--- config.mk ---
export PLATFORM = sky130hd
export DESIGN_NAME = l2rcv
export DESIGN_NICKNAME = d
export VERILOG_FILES = /design/src/rtl/l2rcv_pkg.sv /design/src/rtl/l2rcv_snpq.sv /design/src/rtl/l2rcv.sv
export SDC_FILE = /design/constraint.sdc
export NUM_CORES = 1
export LEC_CHECK = 0
export CAP_MARGIN = 25
export CORE_ASPECT_RATIO = 0.9
export CORE_UTILIZATION = 25
export DETAILED_ROUTE_END_ITERATION = 8
export HOLD_SLACK_MARGIN = 0.08
export PLACE_DENSITY_LB_ADDON = 0.2
export REMOVE_ABC_BUFFERS = 1
export SLEW_MARGIN = 25
export SYNTH_ARGS = -nofsm -noshare
export SYNTH_HDL_FRONTEND = slang
export SYNTH_HIERARCHICAL = 1
export SYNTH_SLANG_ARGS = --single-unit
--- constraint.sdc ---
create_clock -name clk -period 12 [get_ports clk]
set_input_delay 3 -clock clk [delete_from_list [all_inputs] [get_ports clk]]
set_output_delay 3 -clock clk [all_outputs]
set_load 0.05 [all_outputs]
--- src/rtl/l2rcv_pkg.sv ---
// l2rcv_pkg: shared L2 bus definitions (command encodings, tag fields, line
// geometry) used by the L2 bus receiver and transmitter, plus receiver-local
// payload and state types.
package l2rcv_pkg;

    localparam int unsigned CMD_W        = 3;
    localparam int unsigned TAG_W        = 5;
    localparam int unsigned AGENT_W      = 2;
    localparam int unsigned TAG_AGENT_HI = 4;
    localparam int unsigned TAG_AGENT_LO = 3;
    localparam int unsigned BUS_ADDR_W   = 30;   // byte address bits [31:2]
    localparam int unsigned DATA_W       = 64;
    localparam int unsigned LINE_W       = 26;   // line address bits [31:6]
    localparam int unsigned BEAT_W       = 3;
    localparam int unsigned LINE_BEATS   = 8;
    localparam int unsigned PERF_W       = 16;

    typedef enum logic [CMD_W-1:0] {
        CMD_NOP  = 3'd0,
        CMD_RD   = 3'd1,
        CMD_RDX  = 3'd2,
        CMD_INV  = 3'd3,
        CMD_WB   = 3'd4,
        CMD_RESP = 3'd5,
        CMD_RSV6 = 3'd6,
        CMD_RSV7 = 3'd7
    } bus_cmd_e;

    // Snoop FIFO payload: command plus snooped line address.
    typedef struct packed {
        logic [CMD_W-1:0]  cmd;
        logic [LINE_W-1:0] line;
    } snp_entry_t;

    typedef enum logic [1:0] {
        FILL_IDLE    = 2'd0,
        FILL_COLLECT = 2'd1,
        FILL_DELIVER = 2'd2
    } fill_state_e;

    // Commands other agents issue that the L2 must observe.
    function automatic logic is_snoop_cmd(input logic [CMD_W-1:0] cmd);
        return (cmd == CMD_RD) || (cmd == CMD_RDX) ||
               (cmd == CMD_INV) || (cmd == CMD_WB);
    endfunction

    // Commands that occupy LINE_BEATS bus cycles.
    function automatic logic is_burst_cmd(input logic [CMD_W-1:0] cmd);
        return (cmd == CMD_WB) || (cmd == CMD_RESP);
    endfunction

    function automatic logic [PERF_W-1:0] sat_inc(input logic [PERF_W-1:0] v);
        return (v == {PERF_W{1'b1}}) ? v : PERF_W'(v + 1'b1);
    endfunction

endpackage

--- src/rtl/l2rcv_snpq.sv ---
// l2rcv_snpq: synchronous FIFO holding captured snoops.
// Ports: clk, rst (sync, active-high); push/wdata write side; pop/rdata read
// side (rdata is the head entry, valid when !empty); full, empty status.
// Push while full and pop while empty are ignored.
module l2rcv_snpq #(
    parameter int unsigned DEPTH = 4,
    parameter int unsigned WIDTH = 29
) (
    input  logic             clk,
    input  logic             rst,
    input  logic             push,
    input  logic [WIDTH-1:0] wdata,
    input  logic             pop,
    output logic [WIDTH-1:0] rdata,
    output logic             full,
    output logic             empty
);

    localparam int unsigned PTR_W = (DEPTH > 1) ? $clog2(DEPTH) : 1;
    localparam int unsigned CNT_W = PTR_W + 1;

    logic [WIDTH-1:0] mem [DEPTH];
    logic [PTR_W-1:0] wr_ptr;
    logic [PTR_W-1:0] rd_ptr;
    logic [CNT_W-1:0] count;
    logic             do_push;
    logic             do_pop;

    assign full    = (count == CNT_W'(DEPTH));
    assign empty   = (count == '0);
    assign do_push = push && !full;
    assign do_pop  = pop && !empty;
    assign rdata   = mem[rd_ptr];

    // Storage needs no reset; empty gates any use of rdata.
    always_ff @(posedge clk) begin
        if (do_push) begin
            mem[wr_ptr] <= wdata;
        end
    end

    // Pointers wrap naturally because DEPTH is a power of two.
    always_ff @(posedge clk) begin
        if (rst) begin
            wr_ptr <= '0;
            rd_ptr <= '0;
            count  <= '0;
        end else begin
            if (do_push) begin
                wr_ptr <= PTR_W'(wr_ptr + 1'b1);
            end
            if (do_pop) begin
                rd_ptr <= PTR_W'(rd_ptr + 1'b1);
            end
            case ({do_push, do_pop})
                2'b10:   count <= CNT_W'(count + 1'b1);
                2'b01:   count <= CNT_W'(count - 1'b1);
                default: count <= count;
            endcase
        end
    end

endmodule

--- src/rtl/l2rcv.sv ---
// l2rcv: L2 bus receiver. Watches every bus cycle, assembles 8-beat RESP line
// fills addressed to this agent and replays them to the L2 beat by beat, and
// queues coherence commands from other agents as snoops (NACKing when full).
// Ports:
//   clk, rst                 clock, synchronous active-high reset
//   bus_*                    bus cycle inputs (valid, wired-OR nack, cmd, tag,
//                            addr[31:2], data)
//   l2rcv_bus_nack           our combinational NACK contribution
//   l2rcv_l2_fill_*          fill beat stream to L2, l2_l2rcv_fill_ready
//   l2rcv_l2_snp_*           snoop stream to L2, l2_l2rcv_snp_ready
//   l2rcv_err                sticky protocol error
//   perf_fills/snoops/nacks  saturating event counters, only when
//                            L2RCV_PERF_EN is defined
module l2rcv
    import l2rcv_pkg::*;
#(
    parameter logic [1:0]  AGENT_ID  = 2'd0,
    parameter int unsigned SNP_DEPTH = 4
) (
    input  logic                  clk,
    input  logic                  rst,
    input  logic                  bus_valid,
    input  logic                  bus_nack,
    input  logic [CMD_W-1:0]      bus_cmd,
    input  logic [TAG_W-1:0]      bus_tag,
    input  logic [BUS_ADDR_W-1:0] bus_addr,
    input  logic [DATA_W-1:0]     bus_data,
    output logic                  l2rcv_bus_nack,
    output logic                  l2rcv_l2_fill_valid,
    output logic [LINE_W-1:0]     l2rcv_l2_fill_addr,
    output logic [BEAT_W-1:0]     l2rcv_l2_fill_beat,
    output logic [DATA_W-1:0]     l2rcv_l2_fill_data,
    input  logic                  l2_l2rcv_fill_ready,
    output logic                  l2rcv_l2_snp_valid,
    output logic [CMD_W-1:0]      l2rcv_l2_snp_cmd,
    output logic [LINE_W-1:0]     l2rcv_l2_snp_addr,
    input  logic                  l2_l2rcv_snp_ready,
    output logic                  l2rcv_err
`ifdef L2RCV_PERF_EN
    ,
    output logic [PERF_W-1:0]     perf_fills,
    output logic [PERF_W-1:0]     perf_snoops,
    output logic [PERF_W-1:0]     perf_nacks
`endif
);

    // ------------------------------------------------------------------
    // Bus cycle decode
    // ------------------------------------------------------------------
    logic [AGENT_W-1:0]    tag_agent;
    logic                  own_tag;
    logic [LINE_W-1:0]     addr_line;
    logic [BEAT_W-1:0]     addr_beat;
    logic [BEAT_W-1:0]     burst_cnt;
    logic                  first_cycle;
    logic                  snoop_cand;
    logic                  unused_bits;

    assign tag_agent   = bus_tag[TAG_AGENT_HI:TAG_AGENT_LO];
    assign own_tag     = (tag_agent == AGENT_ID);
    assign addr_line   = bus_addr[BUS_ADDR_W-1:4];
    assign addr_beat   = bus_addr[3:1];
    assign first_cycle = (burst_cnt == '0);
    assign snoop_cand  = bus_valid && first_cycle && is_snoop_cmd(bus_cmd) && !own_tag;
    assign unused_bits = ^{bus_addr[0], bus_tag[TAG_AGENT_LO-1:0]};

    // Counts valid cycles inside a WB/RESP burst so only cycle 0 decodes
    // as a command; wraps back to 0 after the eighth cycle.
    always_ff @(posedge clk) begin
        if (rst) begin
            burst_cnt <= '0;
        end else if (bus_valid) begin
            if (!first_cycle) begin
                burst_cnt <= BEAT_W'(burst_cnt + 1'b1);
            end else if (is_burst_cmd(bus_cmd)) begin
                burst_cnt <= BEAT_W'(1);
            end
        end
    end

    // ------------------------------------------------------------------
    // Snoop queue
    // ------------------------------------------------------------------
    snp_entry_t snq_wdata;
    snp_entry_t snq_rdata;
    logic       snq_push;
    logic       snq_pop;
    logic       snq_full;
    logic       snq_empty;

    // Full is the registered occupancy, so a same-cycle pop never frees
    // room for a push.
    assign l2rcv_bus_nack = snoop_cand && snq_full;
    assign snq_push       = snoop_cand && !bus_nack && !snq_full;
    assign snq_pop        = !snq_empty && l2_l2rcv_snp_ready;
    assign snq_wdata      = '{cmd: bus_cmd, line: addr_line};

    l2rcv_snpq #(
        .DEPTH (SNP_DEPTH),
        .WIDTH ($bits(snp_entry_t))
    ) u_snpq (
        .clk   (clk),
        .rst   (rst),
        .push  (snq_push),
        .wdata (snq_wdata),
        .pop   (snq_pop),
        .rdata (snq_rdata),
        .full  (snq_full),
        .empty (snq_empty)
    );

    // Snoop outputs are zero while the queue is empty.
    always_comb begin
        l2rcv_l2_snp_valid = !snq_empty;
        l2rcv_l2_snp_cmd   = '0;
        l2rcv_l2_snp_addr  = '0;
        if (!snq_empty) begin
            l2rcv_l2_snp_cmd  = snq_rdata.cmd;
            l2rcv_l2_snp_addr = snq_rdata.line;
        end
    end

    // ------------------------------------------------------------------
    // Fill assembly and delivery
    // ------------------------------------------------------------------
    fill_state_e           state;
    fill_state_e           next_state;
    logic [DATA_W-1:0]     line_buf [LINE_BEATS];
    logic [LINE_BEATS-1:0] beat_valid;
    logic [LINE_BEATS-1:0] beat_onehot;
    logic [LINE_W-1:0]     line_q;
    logic [BEAT_W-1:0]     deliver_beat;
    logic                  err_q;
    logic                  fill_hit;
    logic                  collecting;
    logic                  line_mismatch;
    logic                  dup_beat;
    logic                  beat_wr;
    logic                  fill_err;
    logic                  line_done;
    logic                  deliver_fire;
    logic                  deliver_last;

    assign fill_hit      = bus_valid && (bus_cmd == CMD_RESP) && own_tag;
    assign collecting    = (state == FILL_IDLE) || (state == FILL_COLLECT);
    assign line_mismatch = (state == FILL_COLLECT) && (addr_line != line_q);
    assign dup_beat      = beat_valid[addr_beat];
    assign beat_wr       = fill_hit && collecting && !line_mismatch && !dup_beat;
    assign fill_err      = fill_hit && (!collecting || line_mismatch || dup_beat);
    assign beat_onehot   = LINE_BEATS'(1) << addr_beat;
    assign line_done     = &(beat_valid | beat_onehot);
    assign deliver_fire  = (state == FILL_DELIVER) && l2_l2rcv_fill_ready;
    assign deliver_last  = deliver_fire && (deliver_beat == BEAT_W'(LINE_BEATS - 1));

    // State register
    always_ff @(posedge clk) begin
        if (rst) begin
            state <= FILL_IDLE;
        end else begin
            state <= next_state;
        end
    end

    // Next-state logic
    always_comb begin
        next_state = state;
        case (state)
            FILL_IDLE: begin
                if (beat_wr) begin
                    next_state = FILL_COLLECT;
                end
            end
            FILL_COLLECT: begin
                if (beat_wr && line_done) begin
                    next_state = FILL_DELIVER;
                end
            end
            FILL_DELIVER: begin
                if (deliver_last) begin
                    next_state = FILL_IDLE;
                end
            end
            default: next_state = FILL_IDLE;
        endcase
    end

    // Output logic: fill outputs zero outside DELIVER.
    always_comb begin
        l2rcv_l2_fill_valid = 1'b0;
        l2rcv_l2_fill_addr  = '0;
        l2rcv_l2_fill_beat  = '0;
        l2rcv_l2_fill_data  = '0;
        if (state == FILL_DELIVER) begin
            l2rcv_l2_fill_valid = 1'b1;
            l2rcv_l2_fill_addr  = line_q;
            l2rcv_l2_fill_beat  = deliver_beat;
            l2rcv_l2_fill_data  = line_buf[deliver_beat];
        end
    end

    // Line buffer data; beat_valid tracks which entries are meaningful.
    always_ff @(posedge clk) begin
        if (beat_wr) begin
            line_buf[addr_beat] <= bus_data;
        end
    end

    // Beat bookkeeping, latched line, delivery pointer and sticky error.
    always_ff @(posedge clk) begin
        if (rst) begin
            beat_valid   <= '0;
            line_q       <= '0;
            deliver_beat <= '0;
            err_q        <= 1'b0;
        end else begin
            if (beat_wr) begin
                beat_valid <= beat_valid | beat_onehot;
                if (state == FILL_IDLE) begin
                    line_q <= addr_line;
                end
            end
            if (deliver_fire) begin
                deliver_beat <= BEAT_W'(deliver_beat + 1'b1);
            end
            if (deliver_last) begin
                beat_valid <= '0;
            end
            if (fill_err) begin
                err_q <= 1'b1;
            end
        end
    end

    assign l2rcv_err = err_q;

`ifdef L2RCV_PERF_EN
    // Saturating event counters.
    always_ff @(posedge clk) begin
        if (rst) begin
            perf_fills  <= '0;
            perf_snoops <= '0;
            perf_nacks  <= '0;
        end else begin
            if (deliver_last) begin
                perf_fills <= sat_inc(perf_fills);
            end
            if (snq_push) begin
                perf_snoops <= sat_inc(perf_snoops);
            end
            if (l2rcv_bus_nack) begin
                perf_nacks <= sat_inc(perf_nacks);
            end
        end
    end
`endif

endmodule

## Word level (Yosys, flattened, before mapping)

Memories as Yosys holds them, arrays and structs flattened. A register that Yosys moved wholly into a read port is not among the register bits.
Index checks and enable logic that the tools add are counted.

- Shifts and indexed selects: 1
- Reductions and logical operators: 43
- Equality and inequality tests: 16
- $add $sub $neg: 6
- $lt $le $gt $ge: 1
- Bitwise operators: 1
- Muxes and demuxes: 23

Operator list:

| cell | count |
|---|---|
| two-way mux 64 bit | 1 |
| two-way mux 26 bit | 2 |
| != test 26 bit | 1 |
| logical AND 1 bit | 19 |
| two-way mux 3 bit | 6 |
| == test 3 bit (second input constant) | 4 |
| two-way mux 2 bit | 5 |
| adder 3 x 1 -> 3 bit (second input constant) | 3 |
| OR 8 bit | 1 |
| AND reduction 8 bit | 1 |
| left shift 1 x 3 -> 8 bit (first input constant) | 1 |
| zero test 1 bit | 7 |
| logical OR 1 bit | 7 |
| == test 3 x 2 -> 1 bit (second input constant) | 2 |
| zero test 3 bit | 2 |
| two-way mux 1 bit | 6 |
| one-hot mux 2 bit (3 select lines) | 1 |
| one-hot mux 3 bit (2 select lines) | 1 |
| adder 2 x 1 -> 2 bit (second input constant) | 2 |
| == test 2 x 1 -> 1 bit (second input constant) | 2 |
| == test 2 bit (second input constant) | 2 |
| zero test 2 bit | 2 |
| < comparator 3 x 4 -> 1 bit (second input constant) | 1 |
| != test 2 x 1 -> 1 bit (second input constant) | 2 |
| other kinds (8) | 10 |

- Logic and storage cells: 102
- Register bits after elaboration: 50
- Bits in writable memories: 628
- Bits of input ports: 108
- Output and inout port bits: 126
- Memories: 2

Memories:

| memory | depth | width | rd ports | clocked after memory_dff | write ports | RTL line | RTL |
|---|---|---|---|---|---|---|---|
| line_buf | 8 | 64 | 1 | 1 | 1 | l2rcv.sv:128 | `logic [DATA_W-1:0] line_buf [LINE_BEATS];` |
| u_snpq.mem | 4 | 29 | 1 | 1 | 1 | l2rcv_snpq.sv:22 | `logic [WIDTH-1:0] mem [DEPTH];` |

## Logic depth before layout (Yosys ltp)

Gate-level depths: netlist of the first run.

- Word-level depth: 11
- Gate-level depth with buffers: 15
- Gate-level depth less buffers: 15

## Cells and area by module

The synthesis of the first run kept the hierarchy.

By module, submodules not included:

| module | area an instance (µm²) | seq. area each (µm²) | instances | cells each |
|---|---|---|---|---|
| l2rcv | 22057.4 | 16295.6 | 1 | 1133 |
| l2rcv_snpq | 4668.2 | 3663.5 | 1 | 205 |

## Worst setup path after synthesis of the first run

OpenSTA, ideal clock, no wires.

- Path kind: input to register
- From: input bus_addr[9]
- To: memory line_buf[0][0], enable pin
- Path buffers: 2
- Library setup time: 0.667 ns
- Arrival: 10.652 ns
- Path slack: 0.682 ns
- Data required time: 11.333 ns
- Stages on the path: 7
- Cells stage by stage: xor2_1 nor4_1 nand4_1 o22a_1 buf_2 clkbuf_1 nor4b_1

- Longest elaborated chain between the ends: 7

Ends and longest elaborated chain:

| what | RTL line | RTL |
|---|---|---|
| start, declared | l2rcv.sv:26 | `input logic [BUS_ADDR_W-1:0] bus_addr,` |
| != test 26 bit | l2rcv.sv:146 | `assign line_mismatch = (state == FILL_COLLECT) && (addr_line != line_q);` |
| logical AND 1 bit | l2rcv.sv:146 |  |
| zero test 1 bit | l2rcv.sv:148 | `assign beat_wr = fill_hit && collecting && !line_mismatch && !dup_beat;` |
| logical AND 1 bit (2 in a row) | l2rcv.sv:148 |  |
| two-way mux 1 bit | l2rcv.sv:203 | `if (beat_wr) begin` |
| two-way mux 1 bit (not written as such) | l2rcv.sv:204 | `line_buf[addr_beat] <= bus_data;` |
| end, declared | l2rcv.sv:128 |  |

No other way between the ends.

## Final worst setup path of the first run

- From: input bus_cmd[1]
- To: output l2rcv_bus_nack

- Longest elaborated chain between the ends: 7
- Elaborated cells between the ends (all ways): 10
- Classes of those cells: eq/ne: 4; reduce/logical: 6

Ends and longest elaborated chain:

| what | RTL line | RTL |
|---|---|---|
| start, declared | l2rcv.sv:24 | `input logic [CMD_W-1:0] bus_cmd,` |
| == test 3 x 1 -> 1 bit / == test 3 x 2 -> 1 bit (equally long branches) | l2rcv_pkg.sv:43 | `return (cmd == CMD_RD) \|\| (cmd == CMD_RDX) \|\|` |
| logical OR 1 bit (2 in a row) | l2rcv_pkg.sv:43 |  |
| logical OR 1 bit * | l2rcv_pkg.sv:44 | `(cmd == CMD_INV) \|\| (cmd == CMD_WB);` |
| logical AND 1 bit * (2 in a row) | l2rcv.sv:64 | `assign snoop_cand = bus_valid && first_cycle && is_snoop_cmd(bus_cmd) && !own_tag;` |
| logical AND 1 bit * | l2rcv.sv:93 | `assign l2rcv_bus_nack = snoop_cand && snq_full;` |
| end, declared | l2rcv.sv:28 | `output logic l2rcv_bus_nack,` |

Every way passes the cells marked *; elsewhere a longest branch is shown, timed or not.

==> results of run 1 <==
## final cells by class
class	instances	area, um^2
diodes	2	5.00
clock buffers	94	2050
clock inverters	44	495
fillers	10300	72500
inverters	16	60.1
multi-input cells	570	6420
flip-flops and latches	683	20000
well taps	1380	1730
repair buffers	261	2530
## kinds of logic (layout without fill, tap and decap cells)
family | after synthesis | in the layout | synth area share
AO/OA/AOI/OAI | 42 | 42 | 0.0113
adder cells (fa/ha/maj) | 10 | 10 | 0.00496
buffers and inverters | 85 | 415 | 0.0156
multiplexers | 252 | 252 | 0.168
XOR/XNOR | 31 | 31 | 0.0102
flip-flops | 683 | 683 | 0.747
AND/OR/NAND/NOR | 235 | 235 | 0.0431
other | 0 | 2 | 0
## per-stage QoR
step	setup slack [ps]	util	power, mW
5_1_grt	3940	0.314	5.27
3_5_place_dp	4060	0.290	2.78
4_1_cts	4050	0.314	5.19
3_3_place_gp	4040	0.290	2.78
6_report	4070	0.315	5.09
2_1_floorplan	823	-	2.70
## where the power goes
part / switching, mW / internal, mW
clock network: 0.981 / 1.38
logic: 0.0749 / 0.0509
registers: 0.00296 / 2.60
total: 1.06 / 4.04
## routing by layer
metal / up-vias / part of all wire / track usage
met5: - / 0.0013 / 0
met4: 14 / 0.022 / 0.0349
met2: 269 / 0.48 / 0.200
met1: 6862 / 0.44 / 0.157
li1: 5907 / - / -
met3: 106 / 0.056 / 0.0372
## state kept, by name, indices dropped and copies added, names as in the netlist, named ones only
| register | flops |
|---|---|
| line_buf | 512 |
| u_snpq/mem | 116 |
| line_q | 26 |
| beat_valid | 8 |
| burst_cnt | 3 |
| deliver_beat | 3 |
| u_snpq/count | 3 |
| state | 2 |
| u_snpq/rd_ptr | 2 |
| u_snpq/wr_ptr | 2 |
| l2rcv_err | 1 |
## critical path, cell delays in order
cell and delay, ps:
clkdlybuf4s50_1 520, nor2_1 180, xnor2_1 130, nand3_1 160, nor2_1 140, clkdlybuf4s50_1 810
## layout by cell type (no fill, tap or decap), drive strengths merged, types with 3 or more instances in the layout
| master | synthesis | final |
|---|---|---|
| a22oi | 3 | 3 |
| clkbuf | 38 | 94 |
| and2 | 34 | 34 |
| a21oi | 9 | 9 |
| clkdlybuf4s50 | 0 | 228 |
| o21ai | 5 | 5 |
| nor4 | 8 | 8 |
| nor2 | 107 | 107 |
| inv | 16 | 19 |
| o31ai | 4 | 4 |
| nand2 | 22 | 22 |
| nand3 | 5 | 5 |
| or3 | 3 | 3 |
| nand2b | 3 | 3 |
| edfxtp | 628 | 628 |
| ha | 9 | 9 |
| mux2i | 95 | 95 |
| nor3b | 3 | 3 |
| buf | 31 | 33 |
| nand3b | 3 | 3 |
| nor3 | 8 | 8 |
| nor2b | 32 | 32 |
| xor2 | 30 | 30 |
| dfxtp | 55 | 55 |
| o41ai | 5 | 5 |
| clkinv | 0 | 32 |
| mux4 | 157 | 157 |
| bufinv | 0 | 7 |
## worst paths after layout
check | slack [ps] | end | cells after the start | start
worst max register to register | 8220 | line_buf[5][10]$_DFFE_PP_ | 7 | line_q[21]$_SDFFE_PP0P_
worst min register to register | 480 | beat_valid[0]$_SDFFE_PP0P_ | 2 | beat_valid[0]$_SDFFE_PP0P_
worst min-delay path | 480 | beat_valid[0]$_SDFFE_PP0P_ | 2 | beat_valid[0]$_SDFFE_PP0P_
worst max-delay path | 4070 | l2rcv_bus_nack | 6 | bus_cmd[1]
==> results.md, run 1 <==
* Resized Gates After CTS at 0
* Area after DPL at 30,700 um^2
* Crit Path Category: in2out
* Io pins at 234
* Peak VDD IR at 0.0902 mV
* Seq cells post-synth at 683
* Rows at 113
* Initial Utilization at 0.253
* Max Fclk at 126 MHz
* Status: finished clean
* Clock-pin slew on the worst setup and hold paths at 60 ps
* Setup TNS at 0 ps
* Max-Cap Viols at 0
* Die area at 108,000 um^2
* Fraction of registers with async set/reset at 0
* # DRC at 0
* Routability Congestion at 0.686
* Final slew viol count at 0
* Layout Area Growth over Synthesis at 24.5%
* First-pass GRT wire length at 97,300 um
* Hold WC Path Type: reg2reg
* CP Capture Type: output port
* Post-synth top area share at 0.706
* Top post-synthesis cells by area: edfxtp_1 71%, mux4_2 13%, dfxtp_1 4.1%, mux2i_1 3.6%, nor2_1 1.5%
* Post-layout min period at 7930 ps
* CTS tree: done
* Slew margin rel. at 0.347
* H-tree depth at 3
* Die height at 312 um
* Netlist cell types at 52
* Crit share post-route at 0.661
* Syn Std Cell Area at 26,700 um^2
* CTS Sinks at 683
* Worst Skew at 39.4 ps
* Post-DP HPWL at 37,100 um
* Worst Max-Slew Pin Slew at 980 ps
* Detailed Routing Iterations Pass 1 at 4
* Worst Path Max Fanout at 6
* Post-Route WL at 66,400 um
* Initial antenna violation count at 7
* Most frequent cell after synthesis: edfxtp_1
* GRT overflow at 0
* CTS Buf Count at 79
* Clock root buffer: clkbuf_16
* Post-DR vias/cell at 4.31
* Pwr dens at 153 nW/um^2
* Post-Syn Area per Cell at 20.0 um^2
* Fin Hold WS at 478 ps
* IO buf count at 229
* Ys flop type: edfxtp_1
* CP required at 9000 ps
* Cell count after synthesis at 1,338
* Setup Buffers After CTS at 0
* Leak pwr at 10.0 nW
* Worst setup SP type: input port
* Yosys top cell by area: edfxtp_1
* Via Count at 13,200
* Vias in the first global route at 14,400
* Synth cell count leaders: 628 x edfxtp_1, 156 x mux4_2, 107 x nor2_1
* Layout Nets at 1,729
* Final Cell Area at 33,300 um^2
* Share of cells above drive strength 1 at 0.188
* Cells after DPL at 2,910
* CTS Buffer Depth at 3
* Pin count of the biggest net entering global routing at 66
* Core Area at 106,000 um^2
* Arrival time at the worst endpoint at 4930 ps
* Wire length per cell at 21.8 um
* Endpoints failing setup at 0
* Post-DRT Antenna Nets at 0
* Post-cts hold buffer count at 0
* RSZ-0062 raised after global routing: false
* All-Layer GR Usage at 0.123
* Die Width at 347 um
* Initial DRC count at 707
* YS warnings at 6
* Number of synthesized flops with an enable pin at 628
* Final Non-Filler Cells at 3,050
* Worst skew pair latency at 650 ps
* Sequential fraction of the synthesis area at 0.747
* Hold Violations, Final at 0
No activity file was read; power rests on OpenSTA's default activity.
==> run 2: changes to the inputs <==
==> constraint.sdc (replaced) <==
create_clock -name clk -period 8 [get_ports clk]
set_input_delay 2 -clock clk [delete_from_list [all_inputs] [get_ports clk]]
set_output_delay 2 -clock clk [all_outputs]
set_load 0.05 [all_outputs]
==> run 2 against run 1 <==
Compared with the run above:
- wire length fell by 0.57%
- clock power rose by 48%
- non-clock buffer count rose by 5
- first-iteration DRC count rose by 31%
- global-route usage fell by 0.11 points
- count of clock-buffer cells in the layout rose by 5
- sequential power rose by 50%
- register-to-register slack got worse by 4000 ps
- critical endpoint unchanged
- largest cell class unchanged
==> results.md, run 2 (same netlist as run 1, synthesis figures left out) <==
* Peak VDD IR at 0.175 mV (was 0.0902 mV)
* RSZ-0062 raised after global routing: false (unchanged)
* Vias in the first global route at 14,300 (was 14,400)
* Worst setup SP type: input port (unchanged)
* Resized Gates After CTS at 0 (unchanged)
* Slew margin rel. at 0.325 (was 0.347)
* Wire length per cell at 21.6 um (was 21.8 um)
* Layout Area Growth over Synthesis at 24.7% (was 24.5%)
* Die area at 108,000 um^2 (unchanged)
* Worst r2r src: line_q[21]$_SDFFE_PP0P_ (unchanged)
* Worst setup startpoint: bus_cmd[1] (unchanged)
* Pin count of the biggest net entering global routing at 65 (was 66)
* Worst Reg-to-Reg Cells at 6 (was 7)
* FF-to-FF End: line_buf[1][23]$_DFFE_PP_ (was line_buf[5][10]$_DFFE_PP_)
* Cell at the slowest stage of the critical path: clkdlybuf4s50_1 (unchanged)
* Switching Share at 0.201 (was 0.208)
* IO buf count at 229 (unchanged)
* Post-DRT Antenna Nets at 0 (unchanged)
* Status: finished clean (unchanged)
* Min-delay src: beat_valid[0]$_SDFFE_PP0P_ (unchanged)
* Clk pwr share at 0.461 (was 0.464)
* Psw at 1.53 mW (was 1.06 mW)
* CP endpoint: l2rcv_bus_nack (unchanged)
* Clock-pin slew on the worst setup and hold paths at 50 ps (was 60 ps)
* Initial Utilization at 0.253 (unchanged)
* Int Power at 6.07 mW (was 4.04 mW)
* Post-DR vias/cell at 4.38 (was 4.31)
* Initial DRC count at 923 (was 707)
* Crit Path Category: in2out (unchanged)
* Core Area at 106,000 um^2 (unchanged)
* Share of cells above drive strength 1 at 0.190 (was 0.188)
* Initial antenna violation count at 12 (was 7)
* Worst Path Max Fanout at 6 (unchanged)
* Worst skew pair latency at 620 ps (was 650 ps)
* Io pins at 234 (unchanged)
* Max Fclk at 169 MHz
* Final slew viol count at 0 (unchanged)
* Max reg flops at 512 (unchanged)
* Final Cell Area at 33,300 um^2 (about the same)
* Crit share post-route at 0.740
* Cells after DPL at 2,914 (was 2,910)
* # DRC at 0 (unchanged)
* Combinational share of power at 0.025 (about the same)
* CTS Buffer Depth at 3 (unchanged)
* CTS tree: done (unchanged)
* Sequential share of power at 0.514 (was 0.512)
* Worst Skew at 43.3 ps (was 39.4 ps)
* Flop2flop setup slack at 4190 ps (was 8220 ps)
* Pwr dens at 228 nW/um^2 (was 153 nW/um^2)
* GRT overflow at 0 (unchanged)
* Post-Route WL at 66,100 um (was 66,400 um)
* Most common cell after layout, fill and taps aside: edfxtp_1 (unchanged)
* Die height at 312 um (unchanged)
* CTS Sinks at 683 (unchanged)
* Routability Congestion at 0.679 (was 0.686)
* CTS Buf Count at 79 (unchanged)
* Post-cts hold buffer count at 0 (unchanged)
* Max-Cap Viols at 0 (unchanged)
* Biggest regs: line_buf x512, u_snpq/mem x116, line_q x26 (unchanged)
* Hold WC Path Type: reg2reg (unchanged)
* Clock root buffer: clkbuf_16 (unchanged)
* Commonest cells after routing, fill and taps aside: 628 x edfxtp_1, 228 x clkdlybuf4s50_1, 156 x mux4_2, 107 x nor2_1, 95 x mux2i_1 (unchanged)
* Via Count at 13,400 (was 13,200)
* Detailed Routing Iterations Pass 1 at 5 (was 4)
* Leak pwr at 10.1 nW (was 10.0 nW)
* Hold Violations, Final at 0 (unchanged)
* Critical Path, Cell by Cell: clkdlybuf4s50_1 > nor2_1 > xnor2_1 > nand3_1 > nor2_1 > clkdlybuf4s50_1 (unchanged)
* All-Layer GR Usage at 0.122 (was 0.123)
* CP Capture Type: output port (unchanged)
* Post-DP HPWL at 38,700 um (was 37,100 um)
* Slowest cell delay on critical path at 820 ps (was 810 ps)
* Setup ws final at 2080 ps (was 4070 ps)
* Most flops, register: line_buf (unchanged)
* First-pass GRT wire length at 96,800 um (was 97,300 um)
* CP required at 6000 ps (was 9000 ps)
* Pre-CTS setup slack at 1890 ps (was 4060 ps)
* Setup Buffers After CTS at 0 (unchanged)
* Final Non-Filler Cells at 3,056 (was 3,050)
* Endpoints failing setup at 0 (unchanged)
* H-tree depth at 3 (unchanged)
* Worst Max-Slew Pin Slew at 1010 ps (was 980 ps)
* Die Width at 347 um (unchanged)
* Layout Nets at 1,734 (was 1,729)
* Post-layout min period at 5920 ps
* Rows at 113 (unchanged)
* Arrival time at the worst endpoint at 3920 ps (was 4930 ps)
* Area after DPL at 30,800 um^2 (was 30,700 um^2)
-- run 2: layout make-up --
| type | instances | area, um^2 |
|---|---|---|
| Antenna cell | 1 | 2.50 |
| Clock buffer | 99 | 2060 |
| Clock inverter | 41 | 447 |
| Fill cell | 10300 | 72400 |
| Inverter | 16 | 60.1 |
| Multi-Input combinational cell | 570 | 6430 |
| Sequential cell | 683 | 20000 |
| Tap cell | 1380 | 1730 |
| Timing Repair Buffer | 266 | 2630 |
-- run 2: metal layers --
metal	vias to the layer above	global-route usage	wire, um
li1	5920	-	-
met1	7017	0.162	29600
met2	328	0.195	31000
met3	107	0.0326	3830
met4	16	0.0340	1520
met5	-	0	100
-- run 2: stage by stage --
step	setup TNS, ps	util	total power [mW]	hold WS, ps
finish	0	0.315	7.60	478
global route	0	0.315	7.86	499
CTS	0	0.315	7.72	483
detailed placement	0	0.291	4.17	475
global placement	0	0.291	4.17	460
floorplan	-447450	-	4.05	435
-- run 2: how the worst min path moves through the flow --
stage / endpoint / slack (ps) / cells past startpoint
3_3_place_gp: flop / 460 / 2
6_report: beat_valid[0]$_SDFFE_PP0P_ / 480 / 2
4_1_cts: flop / 480 / 2
3_5_place_dp: flop / 470 / 2
2_1_floorplan: beat_valid[3]$_SDFFE_PP0P_ / 440 / 2
5_1_grt: flop / 500 / 2
-- run 2: critical path, delay by kind of cell --
kind                   cells  cell delay [ps]
AND/OR/NAND/NOR            3              370
XOR/XNOR                   1              140
buffers and inverters      2             1410
-- run 2: power by group through the flow --
stage | sequential [mW] | clock, mW | combinational (mW)
6_report | 3.91 | 3.50 | 0.188
2_1_floorplan | 3.99 | 0 | 0.0613
5_1_grt | 3.91 | 3.75 | 0.205
4_1_cts | 3.91 | 3.62 | 0.191
3_5_place_dp | 3.98 | 0 | 0.190
3_3_place_gp | 3.98 | 0 | 0.185
==> run 3: changes to the inputs <==
==> constraint.sdc (replaced) <==
create_clock -name clk -period 6.2 [get_ports clk]
set_input_delay 1.55 -clock clk [delete_from_list [all_inputs] [get_ports clk]]
set_output_delay 1.55 -clock clk [all_outputs]
set_load 0.05 [all_outputs]
==> run 3 against run 2 <==
Compared with the run above:
- sequential cell count unchanged
- highest routed layer unchanged
- design area grew 0.57%
- cell count grew 0.16%
- setup slack got worse by 920 ps
- non-clock buffer count shrank 1
- wire length up 0.87%
- critical path type is now reg2out
- die area unchanged
- via count about the same
- total power up 30%
- worst hold slack gained 2.1 ps
==> results.md, run 3 (same netlist as run 1, synthesis figures left out) <==
* Initial Utilization at 0.253 (unchanged)
* Setup TNS at 0 ps (unchanged)
* Flop2flop setup slack at 3040 ps (was 4190 ps)
* FF-to-FF End: line_buf[5][28]$_DFFE_PP_ (was line_buf[1][23]$_DFFE_PP_)
* Post-layout min period at 5040 ps
* Setup Buffers After CTS at 0 (unchanged)
* Rows at 113 (unchanged)
* Biggest regs: line_buf x512, u_snpq/mem x116, line_q x26 (unchanged)
* Cells after DPL at 2,914 (unchanged)
* Hold Violations, Final at 0 (unchanged)
* Final core utilization at 0.317 (was 0.315)
* All-Layer GR Usage at 0.123 (was 0.122)
* Post-DRT Antenna Nets at 0 (unchanged)
* Initial antenna violation count at 9 (was 12)
* Post-Route WL at 66,600 um (was 66,100 um)
* Worst Path Max Fanout at 28 (was 6)
* Post-cts hold buffer count at 0 (unchanged)
* Core Area at 106,000 um^2 (unchanged)
* Via Count at 13,400 (about the same)
* Layout Area Growth over Synthesis at 25.4% (was 24.7%)
* Initial DRC count at 790 (was 923)
* Fillers at 10,200 (was 10,300)
* Arrival time at the worst endpoint at 3490 ps (was 3920 ps)
* Max Fclk at 199 MHz
* Most common cell after layout, fill and taps aside: edfxtp_1 (unchanged)
* CP required at 4650 ps (was 6000 ps)
* Crit share post-route at 0.812
* Worst skew pair latency at 640 ps (was 620 ps)
* Post-DR vias/cell at 4.37 (was 4.38)
* CTS Buf Count at 80 (was 79)
* Status: finished clean (unchanged)
* Worst r2r src: line_q[3]$_SDFFE_PP0P_ (was line_q[21]$_SDFFE_PP0P_)
* Register cell area after layout at 20,000 um^2 (unchanged)
* Slew margin rel. at 0.316 (was 0.325)
* First-pass GRT wire length at 97,500 um (was 96,800 um)
* CP endpoint: l2rcv_l2_fill_data[22] (was l2rcv_bus_nack)
* Area of the multi-input gates at 6420 um^2 (was 6430 um^2)
* Routability Congestion at 0.698 (was 0.679)
* Wire length per cell at 21.8 um (was 21.6 um)
* Vias in the first global route at 14,300 (about the same)
* Pwr dens at 294 nW/um^2 (was 228 nW/um^2)
* Io pins at 234 (unchanged)
* Antenna cells at 0 (was 1)
* Most flops, register: line_buf (unchanged)
* Die Width at 347 um (unchanged)
* CTS Buffer Depth at 3 (unchanged)
* Peak VDD IR at 0.197 mV (was 0.175 mV)
* IO buf count at 229 (unchanged)
* Final slew viol count at 0 (unchanged)
* Final Non-Filler Cells at 3,061 (was 3,056)
* Worst Skew at 32.4 ps (was 43.3 ps)
* Crit Path Category: reg2out (was in2out)
* Fin Hold WS at 480 ps (was 478 ps)
* Leak pwr at 10.1 nW (about the same)
* Layout Nets at 1,734 (unchanged)
* Clock root buffer: clkbuf_16 (unchanged)
* GRT overflow at 0 (unchanged)
* Worst Max-Slew Pin Slew at 1020 ps (was 1010 ps)
* CP Capture Type: output port (unchanged)
* Clock-pin slew on the worst setup and hold paths at 60 ps (was 50 ps)
* Die height at 312 um (unchanged)
* H-tree depth at 3 (unchanged)
* Share of cells above drive strength 1 at 0.192 (was 0.190)
* Die area at 108,000 um^2 (unchanged)
* Endpoints failing setup at 0 (unchanged)
* # DRC at 0 (unchanged)
* Worst setup SP type: flop (was input port)
* Worst Reg-to-Reg Cells at 6 (unchanged)
* Detailed Routing Iterations Pass 1 at 4 (was 5)
* Hold WC Path Type: reg2reg (unchanged)
* Post-DP HPWL at 37,900 um (was 38,700 um)
* Resized Gates After CTS at 0 (unchanged)
* Max reg flops at 512 (unchanged)
* RSZ-0062 raised after global routing: false (unchanged)
* Max-Cap Viols at 0 (unchanged)
* CTS Sinks at 683 (unchanged)
* Commonest cells after routing, fill and taps aside: 628 x edfxtp_1, 228 x clkdlybuf4s50_1, 156 x mux4_2, 107 x nor2_1, 95 x mux2i_1 (unchanged)
* CTS tree: done (unchanged)
* Pin count of the biggest net entering global routing at 75 (was 65)
==> run 3: cell count changes in the layout (fill, tap and decap cells not counted), moves of 3 or more <==
cell	change
clkinv_2	+4
buf_12	+11
and2_2	-3
clkbuf_8	+4
buf_4	-11
and2_1	+3
clkbuf_16	+3
bufinv_16	-4
==> run 3: final cells by class <==
type	instances	share of cell area
inverter	16	0.00179
clock inverter	42	0.0117
tap	1380	0.0515
timing repair buffer	265	0.0823
sequential	683	0.596
multi-input combinational	570	0.192
clock buffer	105	0.0653
==> run 3: power breakdown <==
group | leakage [nW] | switching (mW) | total [mW] | internal (mW)
Clock | 1.26 | 1.90 | 4.57 | 2.67
Combinational | 2.78 | 0.145 | 0.244 | 0.0988
Sequential | 6.09 | 0.00585 | 5.04 | 5.04
Total | 10.1 | 2.05 | 9.86 | 7.81
==> run 3: how the worst min path moves through the flow <==
stage                                       start                          to  slack [ps]  cells after the start
finish              u_snpq/rd_ptr[1]$_SDFFE_PP0P_                        flop         480                      2
global route           beat_valid[5]$_SDFFE_PP0P_  beat_valid[5]$_SDFFE_PP0P_         500                      2
CTS                    beat_valid[6]$_SDFFE_PP0P_  beat_valid[6]$_SDFFE_PP0P_         480                      2
detailed placement  u_snpq/rd_ptr[1]$_SDFFE_PP0P_                        flop         470                      2
global placement    u_snpq/rd_ptr[1]$_SDFFE_PP0P_                        flop         460                      2
floorplan              beat_valid[3]$_SDFFE_PP0P_  beat_valid[3]$_SDFFE_PP0P_         440                      2
==> run 3: metal layers <==
metal | global-route usage | part of all wire
met5 | 0 | 0.0017
met4 | 0.0376 | 0.020
met3 | 0.0351 | 0.059
met2 | 0.202 | 0.48
met1 | 0.159 | 0.44
==> run 3: worst max-delay path, stage by stage, from the launching register on <==
cell	delay, ps
dfxtp_4	800
buf_4	430
mux4_2	550
mux2i_1	220
nor2_1	70
clkdlybuf4s50_1	730
==> run 3: per-stage QoR <==
step           power (mW)  setup WS, ps  area, um^2
4_1_cts              10.0           973       33500
6_report             9.86          1160       33500
5_1_grt              10.2           870       33500
3_3_place_gp         5.38          1140       30900
2_1_floorplan        5.22         -3530       26400
3_5_place_dp         5.39          1120       30900
